[config.mk]
export PLATFORM = sky130hd
export DESIGN_NAME = irq_ctrl
export DESIGN_NICKNAME = d
export VERILOG_FILES = /design/src/rtl/irq_ctrl.sv
export SDC_FILE = /design/constraint.sdc
export NUM_CORES = 1
export LEC_CHECK = 0
export CAP_MARGIN = 20
export CORE_UTILIZATION = 45
export DETAILED_ROUTE_END_ITERATION = 7
export PLACE_DENSITY = 0.86
export SLEW_MARGIN = 15
export SYNTH_ARGS = -nofsm -noshare
export SYNTH_HDL_FRONTEND = slang
export SYNTH_SLANG_ARGS = --single-unit
[constraint.sdc]
create_clock -name clk -period 6.5 [get_ports clk]
set_clock_uncertainty 0.05 [all_clocks]
set_input_delay 1.95 -clock clk [delete_from_list [all_inputs] [get_ports clk]]
set_output_delay 1.95 -clock clk [all_outputs]
set_load 0.01 [all_outputs]
[src/rtl/irq_ctrl.sv]
// irq_ctrl: memory-mapped interrupt controller with per-source edge/level
// selection, enable masking and a fixed lowest-index-wins priority encoder.
module irq_ctrl #(
  parameter int NUM_SRC = 8
) (
  input  logic               clk,
  input  logic               reset,
  input  logic               sel,
  input  logic               we,
  input  logic [3:0]         addr,
  input  logic [31:0]        wdata,
  output logic [31:0]        rdata,
  input  logic [NUM_SRC-1:0] src,
  output logic               irq,
  output logic [3:0]         irq_id
);

  localparam logic [3:0] OFF_PENDING = 4'h0;
  localparam logic [3:0] OFF_ENABLE  = 4'h4;
  localparam logic [3:0] OFF_TYPE    = 4'h8;
  localparam logic [3:0] OFF_CLAIM   = 4'hC;
  localparam int         PAD         = 32 - NUM_SRC;

  logic [NUM_SRC-1:0] pending;
  logic [NUM_SRC-1:0] enable;
  logic [NUM_SRC-1:0] src_type;
  logic [NUM_SRC-1:0] src_d;
  logic [NUM_SRC-1:0] rise;
  logic [NUM_SRC-1:0] w1c;
  logic [NUM_SRC-1:0] active;
  logic [NUM_SRC-1:0] pending_nxt;
  logic               wr;
  logic               any_active;
  logic [3:0]         first_id;
  logic               unused_wdata;

  assign wr           = sel & we;
  assign unused_wdata = ^wdata;

  // Edge detection, W1C mask and per-source next PENDING value
  always_comb begin
    rise   = src & ~src_d;
    w1c    = (wr && addr == OFF_PENDING) ? wdata[NUM_SRC-1:0] : '0;
    active = pending & enable;
    pending_nxt = '0;
    for (int unsigned i = 0; i < NUM_SRC; i++) begin
      // edge mode: a new rise beats a same-cycle W1C; level mode ignores W1C
      pending_nxt[i] = src_type[i] ? (rise[i] | (pending[i] & ~w1c[i])) : src[i];
    end
  end

  // Priority encoder: scan downward so the lowest active index is kept last
  always_comb begin
    any_active = |active;
    first_id   = '0;
    for (int unsigned i = NUM_SRC; i > 0; i--) begin
      if (active[i-1]) first_id = 4'(i - 1);
    end
  end

  // Register read mux; bits above NUM_SRC and unmapped offsets read as zero
  always_comb begin
    rdata = '0;
    unique case (addr)
      OFF_PENDING: rdata = {{PAD{1'b0}}, pending};
      OFF_ENABLE:  rdata = {{PAD{1'b0}}, enable};
      OFF_TYPE:    rdata = {{PAD{1'b0}}, src_type};
      OFF_CLAIM:   rdata = {irq, 27'b0, irq_id};
      default:     rdata = '0;
    endcase
  end

  // Controller state: configuration, pending bits, source delay and outputs
  always_ff @(posedge clk or posedge reset) begin
    if (reset) begin
      pending  <= '0;
      enable   <= '0;
      src_type <= '0;
      src_d    <= '0;
      irq      <= 1'b0;
      irq_id   <= '0;
    end else begin
      pending <= pending_nxt;
      src_d   <= src;
      irq     <= any_active;
      irq_id  <= first_id;
      if (wr && addr == OFF_ENABLE) enable   <= wdata[NUM_SRC-1:0];
      if (wr && addr == OFF_TYPE)   src_type <= wdata[NUM_SRC-1:0];
    end
  end

endmodule
# Word-level counts from Yosys, hierarchy flattened
# Cells that the tools add are included.
# W data, S select, Z words.
totals:
  wordCells: 60
  regBits: 37
classes:
  mux: 18
  reduce_logical: 5
  bitwise: 28
  eq_ne: 3
ops:
  columns: ["cell", "n"]
  rows:
  - ["$pmux W32 S4", 1]
  - ["$mux W4", 7]
  - ["$and A8 B8 Y8", 2]
  - ["$and A1 B1 Y1", 9]
  - ["$eq A4 B4 Y1 const B", 2]
  - ["$mux W1", 8]
  - ["$mux W8", 1]
  - ["$not A1 Y1", 8]
  - ["$not A8 Y8", 1]
  - ["$or A1 B1 Y1", 8]
  - ["$reduce_or A8 Y1", 1]
  - ["$eq A4 B3 Y1 const B", 1]
  - ["$logic_not A4 Y1", 1]
  - ["$logic_and A1 B1 Y1", 3]
  - ["$mux W3", 1]

# Logic depth before layout (Yosys ltp)
logic_depth:
  word_depth: 9
  mapped_depth: 5
  depth_no_buf: 3

# Worst setup path before layout
# OpenSTA, ideal clock, no wires.
synth_timing:
  path_kind: "in2out"
  startpoint: "input port addr[2]"
  endpoint: "output port rdata[0]"
  path_buffers: 1
  cell_stages: 3
  arrival_ps: 3018
  t_required_ps: 4500
  path_slack_ps: 1482
  path_cell_list: "clkbuf_1 > mux4_2 > and2_1"
synth_via:
  elab_chain_cells: 2
  elab_cells_between_ends: 5
synth_lines:
  columns: ["item", "line", "source"]
  rows:
  - ["from (decl)", "10", "input logic [3:0] addr,"]
  - ["$eq A4 B4 Y1, or another cell as far along", "64", "unique case (addr)"]
  - ["$pmux W32 S4 (*)", "64", null]
  - ["to (decl)", "12", "output logic [31:0] rdata,"]
# Every way passes the cells marked *; elsewhere a longest branch is shown, timed or not.

# Worst setup path in the final report
layout_timing:
  startpoint: "input port addr[2]"
  endpoint: "output port rdata[2]"
# Same word-level chain as after synthesis.

==> results.md <==
* Outcome: completed
* Core ar. at about 4000 um2
* WP data arrival at about 4 ns
* Top FF cell, synth: dfrtp_1
* Largest cells by area after synthesis: dfrtp_1, buf_4, mux2_4
* Final Hold Vio Count at 0
* H-tree levels at 2
* Boundary Pins at 85
* Maximum fanout along the worst path at 8
* Max-slew violations at 0
* DR WL/cell at ~15 um
* Placed Cells at 248
* Synth top area share at 0.4806
* HP Class: reg2reg
* Vias after detailed routing at around 1300
* Tmin final at 5.964 ns
* VDD IR max at around 0.00015 V
* Antenna Violating Nets Remaining at 0
* P_sw at 0.1766 mW
* CP Class: in2out
* Die area at roughly 4400 um2
* DRT Wirelength at 3703 um
* Post-DR vias/cell at 5.263
* Avg Inst Size Synth at 11.43 um2
* Finished Layout Cells at between 200 and 300
* Crit. End Element: output port
* Total congestion overflow at 0
* First-pass GRT wire length at about 6000 um
* Final Cycle Share at 0.9175
* Port Buffers at 36
* Reg2reg setup slack at roughly 5.3 ns
* #FFs+latches synth at 36
* Crit start category: primary input
* Peak Freq at approximately 170 MHz
* Initial Utilization at 0.4686
* Worst slew pin tran at about 1.1 ns
* RSZ-0062 raised after global routing: false
* Layout cell share with drive strength beyond 1 at 0.1512
* Gpl congestion at slightly above 0.8
* Clock power frac at 0.272
* Fin area at roughly 2300 um2
* Initial drt markers at 94
* Total power at between 0.6 and 0.7 mW
* P&R area growth vs syn at 22.30%
* Nets at 253
* CTS Buf Count at 5
* Commonest cells in the netlist: dfrtp_1, buf_4, nand2_1
* Hold_buf cts at 0
* Post-synth EDFFs at 0
* Chip width at around 67 um
* Dominant cell type by area after synthesis: dfrtp_1
* Vias in the first global route at 1260
* Site Rows at 23
* Post-cts sizing count at 0
* Max-slew headroom at 0.2678
* Clk pin slew, worst setup/hold paths at around 0.070 ns
* Sink Count at 36
* Setup TNS at 0 ns
* Distinct cells, synth at 27
* DP HPWL at 2732 um
* Post-place instance area at ~2200 um2
* Initial antenna violation count at 0
* Final Setup Violations at 0
* Antenna diode count at 0
* CTS Buffer Depth at 2
* Top-count cell post-synth: dfrtp_1
* Comb pwr share at 0.245
* Pwr Density at ~270 nW/um2
* Sequential share of the synthesized area at 0.4806
* Largest net degree at the start of global routing at 37
* CTS tree: yes
* Post-CTS Setup Bufs at 0
* Sequential share of power at 0.483
* Global Route Usage Sum at 0.1917
* Root Driver: clkbuf_8
* Pleak at ~1.1 nW
* Max-Cap Viols at 0
* Yosys warns at 0
* Asr flop ratio synth at 1.000
* Die height at around 67 um
* Fillers at between 300 and 400
* Switch share at 0.2820
* Router iterations before antenna repair at 4
* Post-Syn Instances at between 150 and 200
* Crit path required time at 4.50 ns
* DR DRC count at 0
* P_int at 0.4496 mW
* Post-synthesis cell area at around 1900 um2
* Clock Latency Late Sink at approximately 0.29 ns
metal layers:
metal  vias up  track usage  wire (um)
met3         7      0.04623        189
met5         -            0          0
met2        50       0.2895       1702
li1        627            -          -
met1       658       0.2634       1734
met4         0      0.07979         76
cell usage in the layout (no fill, tap or decap), drive strengths merged:
master	netlist	final
dfrtp	36	36
clkdlybuf4s50	0	36
conb	1	24
nand2	23	23
mux2	16	16
a22oi	10	10
nor2	8	8
a31oi	8	8
clkbuf	1	7
mux2i	5	5
a2bb2oi	5	5
and2	4	4
mux4	3	3
buf	27	3
inv	2	2
a221oi	2	2
a32oi	2	2
nor2b	2	2
nand3	2	2
nand4	2	2
or2	1	1
or4	1	1
a22o	1	1
o21ai	1	1
nor4	1	1
metrics by stage:
stage,hold slack [ns],setup WS [ns],util
2_1_floorplan,0.4464,1.482,-
3_3_place_gp,0.4808,0.5343,0.5490
3_5_place_dp,0.4817,0.5370,0.5490
4_1_cts,0.4907,0.5308,0.5730
5_1_grt,0.5191,0.4407,0.5730
6_report,0.4914,0.5361,0.5730
logic make-up (layout without fill, tap and decap cells):
group	after synthesis	after routing	share of synthesized area
other	1	24	0.002001
DFF	36	36	0.4806
AOI/OAI and AO/OA	29	29	0.1162
buffers and inverters	30	48	0.1162
muxes	24	24	0.1749
and+or+nand+nor	44	44	0.1101
worst max-delay path, stage by stage:
cell,delay (ns)
clkdlybuf4s50_1,0.64
buf_4,0.23
mux4_2,0.51
and2_1,0.17
clkdlybuf4s50_1,0.47
state kept, by name, summed over array words and instances, names as in the netlist:
name,count
pending,8
src_d,8
irq,1
enable,8
irq_id,3
src_type,8
path summary, 6_finish.rpt:
kind | from | to | depth (start not counted)
worst max-delay path | addr[2] | rdata[2] | 5
worst min-delay path | enable[0] | irq_id[1] | 1
worst max register to register | pending[7] | irq_id[1] | 3
worst min register to register | enable[0] | irq_id[1] | 1
max in group asynchronous | reset | irq_id[0] | 3
min in group asynchronous | reset | src_d[2] | 3
layout make-up:
type | count | area, um2 | share of cell area
Timing Repair Buffer | 39 | 382.9 | 0.1670
Multi-Input combinational cell | 121 | 842.1 | 0.3674
Tap cell | 50 | 62.56 | 0.02729
Clock buffer | 7 | 96.34 | 0.04203
Inverter | 2 | 7.507 | 0.003275
Sequential cell | 36 | 900.9 | 0.3930
power by group through the flow:
stage | Sequential (mW) | Combinational, mW | Clock, mW
2_1_floorplan | 0.299 | 0.104 | 0
3_3_place_gp | 0.303 | 0.149 | 0
3_5_place_dp | 0.306 | 0.155 | 0
4_1_cts | 0.302 | 0.155 | 0.174
5_1_grt | 0.309 | 0.170 | 0.183
6_report | 0.303 | 0.153 | 0.170
(Power assumes the default switching activity.)
